[src/rtl/maj_net_seq_eval_if.sv]
// maj_net_seq_eval_if: config, request and result signals of the majority-network evaluator
interface maj_net_seq_eval_if #(
  parameter int NUM_IN = 7,
  parameter int MAX_GATES = 8,
  parameter int SEL_W = $clog2(NUM_IN + MAX_GATES + 1)
);
  logic cfg_we;
  logic [$clog2(MAX_GATES)-1:0] cfg_addr;
  logic [SEL_W-1:0] cfg_a, cfg_b, cfg_c;
  logic [3:0] cfg_inv;
  logic [$clog2(MAX_GATES+1)-1:0] cfg_num_gates;
  logic [SEL_W-1:0] cfg_out_sel;
  logic in_valid, in_ready, in_sweep;
  logic [NUM_IN-1:0] in_x;
  logic out_valid, out_ready, out_bit;
  logic [2**NUM_IN-1:0] out_tt;
  modport master (
    output cfg_we, cfg_addr, cfg_a, cfg_b, cfg_c, cfg_inv, cfg_num_gates, cfg_out_sel,
    output in_valid, in_x, in_sweep, out_ready,
    input in_ready, out_valid, out_bit, out_tt
  );
  modport slave (
    input cfg_we, cfg_addr, cfg_a, cfg_b, cfg_c, cfg_inv, cfg_num_gates, cfg_out_sel,
    input in_valid, in_x, in_sweep, out_ready,
    output in_ready, out_valid, out_bit, out_tt
  );
endinterface

[src/rtl/maj_net_seq_eval.sv]
// maj_net_seq_eval: one-gate-per-cycle MAJ-3 network evaluator (single bit or full truth table); MAJ_INV_EN adds complemented edges
module maj_net_seq_eval #(
  parameter int NUM_IN = 7,
  parameter int MAX_GATES = 8,
  parameter int SEL_W = $clog2(NUM_IN + MAX_GATES + 1)
) (
  input logic clk,
  input logic rst_n,
  maj_net_seq_eval_if.slave s
);
  localparam int AW = $clog2(MAX_GATES);
  localparam int CW = $clog2(MAX_GATES + 1);
  localparam int TT = 2 ** NUM_IN;
  localparam logic [CW-1:0] MAXG = CW'(MAX_GATES);
  typedef enum logic [1:0] {IDLE, EVAL, DONE} state_t;
`ifdef MAJ_INV_EN
  typedef struct packed {logic [3:0] inv; logic [SEL_W-1:0] a, b, c;} gate_t;
`else
  typedef struct packed {logic [SEL_W-1:0] a, b, c;} gate_t;
  logic unused_inv;
  assign unused_inv = ^s.cfg_inv;
`endif
  state_t state_q, state_d;
  gate_t gate_q [MAX_GATES];
  gate_t gate_d [MAX_GATES];
  gate_t cur;
  logic [CW-1:0] num_q, num_d, geff;
  logic [SEL_W-1:0] sel_q, sel_d;
  logic [AW-1:0] g_q, g_d;
  logic [NUM_IN-1:0] x_q, x_d;
  logic [MAX_GATES-1:0] node_q, node_d, node_n;
  logic [TT-1:0] tt_q, tt_d;
  logic sweep_q, sweep_d, vld_q, vld_d, bit_q, bit_d;
  logic [3:0] inv;
  logic va, vb, vc, nv, res, last_g;

  // Gate operands may only see gates below lim; anything else (forward refs, unused codes) reads 0
  function automatic logic pick(input logic [SEL_W-1:0] c, input logic [NUM_IN-1:0] xv,
                                input logic [MAX_GATES-1:0] nv_in, input int lim);
    int i;
    i = int'(c);
    if (i >= 1 && i <= NUM_IN) return 1'(xv >> (i - 1));
    if (i > NUM_IN && i - NUM_IN - 1 < lim) return 1'(nv_in >> (i - NUM_IN - 1));
    return 1'b0;
  endfunction

  // Evaluate the current gate and the result node as seen once this gate is written
  always_comb begin
    geff = (num_q > MAXG) ? MAXG : num_q;
    cur = gate_q[g_q];
`ifdef MAJ_INV_EN
    inv = cur.inv;
`else
    inv = 4'b0;
`endif
    va = pick(cur.a, x_q, node_q, int'(g_q)) ^ inv[0];
    vb = pick(cur.b, x_q, node_q, int'(g_q)) ^ inv[1];
    vc = pick(cur.c, x_q, node_q, int'(g_q)) ^ inv[2];
    nv = ((va & vb) | (va & vc) | (vb & vc)) ^ inv[3];
    node_n = node_q;
    node_n[g_q] = nv;
    res = pick(sel_q, x_q, node_n, int'(geff));
    last_g = int'(g_q) + 1 >= int'(geff);
  end

  // Control FSM: config writes and request accept in IDLE, gate stepping in EVAL, result hold in DONE
  always_comb begin
    state_d = state_q;
    gate_d = gate_q;
    num_d = num_q;
    sel_d = sel_q;
    g_d = g_q;
    x_d = x_q;
    sweep_d = sweep_q;
    node_d = node_q;
    tt_d = tt_q;
    bit_d = bit_q;
    vld_d = 1'b0;
    case (state_q)
      IDLE: begin
        if (s.cfg_we) begin
          gate_d[s.cfg_addr].a = s.cfg_a;
          gate_d[s.cfg_addr].b = s.cfg_b;
          gate_d[s.cfg_addr].c = s.cfg_c;
`ifdef MAJ_INV_EN
          gate_d[s.cfg_addr].inv = s.cfg_inv;
`endif
          num_d = s.cfg_num_gates;
          sel_d = s.cfg_out_sel;
        end
        if (s.in_valid) begin
          state_d = EVAL;
          g_d = '0;
          sweep_d = s.in_sweep;
          x_d = s.in_sweep ? '0 : s.in_x;
          tt_d = s.in_sweep ? '0 : tt_q;
        end
      end
      EVAL: begin
        node_d = node_n;
        g_d = last_g ? '0 : g_q + 1'b1;
        if (last_g) begin
          if (sweep_q) tt_d[x_q] = res;
          else bit_d = res;
          x_d = x_q + 1'b1;
          if (!sweep_q || &x_q) state_d = DONE;
        end
      end
      DONE: begin
        vld_d = !(vld_q && s.out_ready);
        if (vld_q && s.out_ready) state_d = IDLE;
      end
      default: state_d = IDLE;
    endcase
  end

  // State registers; reset also wipes the loaded network
  always_ff @(posedge clk or negedge rst_n) begin
    if (!rst_n) begin
      state_q <= IDLE;
      gate_q <= '{default: '0};
      num_q <= '0;
      sel_q <= '0;
      g_q <= '0;
      x_q <= '0;
      sweep_q <= 1'b0;
      node_q <= '0;
      tt_q <= '0;
      bit_q <= 1'b0;
      vld_q <= 1'b0;
    end else begin
      state_q <= state_d;
      gate_q <= gate_d;
      num_q <= num_d;
      sel_q <= sel_d;
      g_q <= g_d;
      x_q <= x_d;
      sweep_q <= sweep_d;
      node_q <= node_d;
      tt_q <= tt_d;
      bit_q <= bit_d;
      vld_q <= vld_d;
    end
  end

  assign s.in_ready = state_q == IDLE;
  assign s.out_valid = vld_q;
  assign s.out_bit = bit_q;
  assign s.out_tt = tt_q;
endmodule
[src/flat_wrapper.sv]
// flat-port wrapper written by rule: the top's interface ports become plain ports
module maj_net_seq_eval_flat 
#(
  parameter int NUM_IN = 7,
  parameter int MAX_GATES = 8,
  parameter int SEL_W = $clog2(NUM_IN + MAX_GATES + 1)
)
  (clk, rst_n, s_cfg_we, s_cfg_addr, s_cfg_a, s_cfg_b, s_cfg_c, s_cfg_inv, s_cfg_num_gates, s_cfg_out_sel, s_in_valid, s_in_x, s_in_sweep, s_out_ready, s_in_ready, s_out_valid, s_out_bit, s_out_tt);
  maj_net_seq_eval_if #(.NUM_IN(NUM_IN), .MAX_GATES(MAX_GATES), .SEL_W(SEL_W)) s_i ();
  input logic clk;
  input logic rst_n;
  input wire logic [$bits(s_i.cfg_we)-1:0] s_cfg_we;
  input wire logic [$bits(s_i.cfg_addr)-1:0] s_cfg_addr;
  input wire logic [$bits(s_i.cfg_a)-1:0] s_cfg_a;
  input wire logic [$bits(s_i.cfg_b)-1:0] s_cfg_b;
  input wire logic [$bits(s_i.cfg_c)-1:0] s_cfg_c;
  input wire logic [$bits(s_i.cfg_inv)-1:0] s_cfg_inv;
  input wire logic [$bits(s_i.cfg_num_gates)-1:0] s_cfg_num_gates;
  input wire logic [$bits(s_i.cfg_out_sel)-1:0] s_cfg_out_sel;
  input wire logic [$bits(s_i.in_valid)-1:0] s_in_valid;
  input wire logic [$bits(s_i.in_x)-1:0] s_in_x;
  input wire logic [$bits(s_i.in_sweep)-1:0] s_in_sweep;
  input wire logic [$bits(s_i.out_ready)-1:0] s_out_ready;
  output wire logic [$bits(s_i.in_ready)-1:0] s_in_ready;
  output wire logic [$bits(s_i.out_valid)-1:0] s_out_valid;
  output wire logic [$bits(s_i.out_bit)-1:0] s_out_bit;
  output wire logic [$bits(s_i.out_tt)-1:0] s_out_tt;
  assign s_i.cfg_we = s_cfg_we;
  assign s_i.cfg_addr = s_cfg_addr;
  assign s_i.cfg_a = s_cfg_a;
  assign s_i.cfg_b = s_cfg_b;
  assign s_i.cfg_c = s_cfg_c;
  assign s_i.cfg_inv = s_cfg_inv;
  assign s_i.cfg_num_gates = s_cfg_num_gates;
  assign s_i.cfg_out_sel = s_cfg_out_sel;
  assign s_i.in_valid = s_in_valid;
  assign s_i.in_x = s_in_x;
  assign s_i.in_sweep = s_in_sweep;
  assign s_i.out_ready = s_out_ready;
  assign s_in_ready = s_i.in_ready;
  assign s_out_valid = s_i.out_valid;
  assign s_out_bit = s_i.out_bit;
  assign s_out_tt = s_i.out_tt;
  maj_net_seq_eval #(.NUM_IN(NUM_IN), .MAX_GATES(MAX_GATES), .SEL_W(SEL_W)) u_core (.clk(clk), .rst_n(rst_n), .s(s_i));
endmodule
[config.mk]
export PLATFORM = sky130hd
export DESIGN_NAME = maj_net_seq_eval_flat
export DESIGN_NICKNAME = d
export VERILOG_FILES = /design/src/rtl/maj_net_seq_eval_if.sv /design/src/rtl/maj_net_seq_eval.sv /design/src/flat_wrapper.sv
export SDC_FILE = /design/constraint.sdc
export NUM_CORES = 1
export LEC_CHECK = 0
export BUFFER_PORTS_ARGS = -buffer_cell sky130_fd_sc_hd__buf_2
export CAP_MARGIN = 40
export CORE_ASPECT_RATIO = 1.5
export CORE_MARGIN = 8
export CORE_UTILIZATION = 40
export DETAILED_ROUTE_END_ITERATION = 10
export GPL_ROUTABILITY_DRIVEN = 0
export GPL_TIMING_DRIVEN = 0
export MAX_ROUTING_LAYER = met4
export PLACE_DENSITY = 0.69
export SYNTH_ARGS = -nofsm -noshare
export SYNTH_HDL_FRONTEND = slang
export SYNTH_SLANG_ARGS = --single-unit
[constraint.sdc]
create_clock -name clk -period 10.4 [get_ports clk]
set_input_delay 1.04 -clock clk [delete_from_list [all_inputs] [get_ports clk]]
set_output_delay 1.04 -clock clk [all_outputs]
set_load 0.05 [all_outputs]
==> metrics.txt <==
Overflow after GRT=0; Starting Density=a little over 40%; Top FF cell, synth=dfrtp_1; H-tree levels=1; # clock sinks=~260; DIE AREA=42,100 µm²; Critical Setup Path Class=flip-flop to flip-flop; Worst path max stage delay=around 0.54 ns; first-pass GRT wire length=between 70 and 80 mm; Core ar.=~35,000 µm²; Post-Syn Nets=approximately 1,500; Post-synth EDFFs=0; total track usage=between 20% and 30%; root cell of the clock tree=clkbuf_16; CTS resizes=0; I/O pins=171; antenna viol nets, final=0; Overall Power=around 6.5 mW; WL/cell=21.9 µm; worst-path cell chain=buf_4 -> buf_6 -> buf_4 -> buf_4 -> buf_4 -> a21oi_1 -> nor3_1 -> ha_1 -> clkbuf_1 -> mux4_2 -> a32oi_1 -> o32ai_4 -> o31ai_1 -> a21oi_1 -> o211ai_2 -> a21o_2 -> buf_8 -> buf_8 -> o21ai_2; Reg clk slew, reported paths=around 0.060 ns; Die Span X=between 150 and 200 µm; register bit total from synthesis=approximately 260; Worst setup SP type=flip-flop; placed insts=between 2,000 and 2,500; Final Hold Viols=0; Worst Path Max Fanout=10; Clk Latency, worst-skew pair=0.55 ns; synth top area cells=dfrtp_1 45%, mux2_2 9.2%, o21ai_2 6.1%; ys async rst share=between 90% and 100%; Avg Inst Size Synth=slightly below 10 µm²; Max Clock Freq=a little over 200 MHz; Synth area leader=dfrtp_1; final instance area=roughly 17,000 µm²; Final Cycle Share=~47%; CP max-delay cell=mux4_2; IO buf count=roughly 170; Util after Layout=~48%; CTS tree=done; Netlist cell types=75; final setup TNS=0 ns; layout cell share with drive strength beyond 1=approximately 30%; most frequent cells in the layout=255 x dfrtp_1, 185 x nand2_1, 168 x buf_2; Post-Synthesis Cells=about 1,400; most used cell, CP=buf_4; maxcap violations=0; clk_skew=approximately 0.015 ns; status=completed; die span in y=roughly 250 µm; Cell Count, Final, Fillers Out=approximately 2,100; area post-placement=15,800 µm²; Via density=about 5.8; LEAKAGE=~7.2 nW; CTS max path bufs=3; vias in the first global route=around 13,000; hold buffers post-CTS=0; site row count=84; min Tclk post-route=between 4 and 5 ns; detailed-route via count=12,400; Max IR drop VDD=about 0.00023 V; Worst EP arrival=around 5.3 ns; most common cell after layout, fill and taps aside=dfrtp_1; worst slew pin tran=approximately 0.93 ns; CTS Buf Count=27; Layout Nets=approximately 1,700; synth warn=0; Layout area overhead=17.3%; PD cells=between 300 and 400 nW/µm²; RSZ-0062 raised after global routing=false; Yosys top cell area share=44.8%; Post-Syn Area=approximately 14,000 µm²; Iter 0 DRT Violations=roughly 1,200; crit path capture type=flip-flop; Hold Crit Class=input pin to async pin; post-CTS setup buffers=0; TritonRoute pass-1 iters=5; post-DP HPWL=33.7 mm; CP required=roughly 11 ns; remaining routing DRC violations=0; largest net degree at the start of global routing=108; sequential area share after synthesis=44.8%; initial antenna violation count=2; Slew Viols, Final=0; max_slew headroom=37.7%; final WL=roughly 47 mm; setup violators final=0
final timing paths:
check                              startpoint                  end  slack [ns]  cells past startpoint
setup / recovery                u_core.g_q[0]  u_core.s.out_tt[34]        5.55                     19
hold / removal                          rst_n     u_core.gate_q[9]        0.39                      1
setup reg to reg                u_core.g_q[0]  u_core.s.out_tt[34]        5.55                     19
hold reg to reg            u_core.s.out_valid   u_core.s.out_valid        0.50                      1
max in group asynchronous               rst_n  u_core.s.out_tt[56]        9.11                      2
min in group clk           u_core.s.out_valid   u_core.s.out_valid        0.50                      1
report_power, final:
group          switching, mW  total, mW  internal [mW]
Combinational           2.57       3.77           1.19
Sequential             0.299       1.74           1.44
Clock                  0.412       1.04          0.625
sequential cells by signal (all words and copies together) (netlist names):
| signal | flops |
|---|---|
| u_core.g_q | 3 |
| u_core.gate_q | 96 |
| u_core.node_q | 8 |
| u_core.num_q | 4 |
| u_core.s.out_bit | 1 |
| u_core.s.out_tt | 128 |
| u_core.s.out_valid | 1 |
| u_core.sel_q | 4 |
| u_core.state_q | 2 |
| u_core.sweep_q | 1 |
| u_core.x_q | 7 |
cells in the mapped netlist (6+ instances only):
library cell and instances:
dfrtp_1 255, nand2_1 185, o21ai_0 156, a21oi_1 153, mux2_2 116, o21ai_2 100
clkbuf_1 96, nor2_1 50, o21ai_1 29, mux2i_1 27, ha_1 24, nor3_1 21
mux4_2 20, inv_1 17, nand3_1 15, nand2b_1 13, buf_8 11, buf_6 10
nor2b_1 10, nor3b_1 8, a31oi_1 6, and3_1 6, buf_1 6, buf_4 6
o22ai_1 6
layer usage:
layer	share of wire [%]	track usage (%)
met1	37	25.1
met2	51	38.9
met3	7.6	4.73
met4	4.4	10.1
met5	0	-
critical path: cells and delay by family, from the launching register on:
| kind | cells | cell delay, ns |
|---|---|---|
| compound gates | 8 | 1.37 |
| fa+ha+maj | 1 | 0.20 |
| buf+inv | 8 | 1.78 |
| flops | 1 | 0.40 |
| mux | 1 | 0.54 |
| simple gates | 1 | 0.40 |
cell families after synthesis:
| kind of cell | Yosys count | synth area share, % |
|---|---|---|
| xor+xnor | 8 | 0.492 |
| simple gates | 331 | 10.3 |
| mux | 168 | 14.7 |
| fa+ha+maj | 25 | 2.18 |
| buf+inv | 153 | 5.64 |
| flops | 255 | 44.8 |
| compound gates | 501 | 21.9 |
cell type report:
class / instances / area (µm²)
Fill cell: 3341 / 18400
Multi-Input combinational cell: 1033 / 7070
Sequential cell: 255 / 6380
Timing Repair Buffer: 171 / 923
Clock buffer: 39 / 791
Buffer: 131 / 716
Tap cell: 473 / 592
Clock inverter: 10 / 155
Inverter: 22 / 87.6
Antenna cell: 2 / 5.00
metrics by stage:
stage / hold slack (ns) / setup slack [ns]
after floorplan: 0.438 / 6.43
after global placement: 0.479 / 3.66
after detailed placement: 0.480 / 5.60
after CTS: 0.406 / 5.56
after global routing: 0.428 / 5.30
final: 0.394 / 5.55
(Power assumes the default switching activity.)
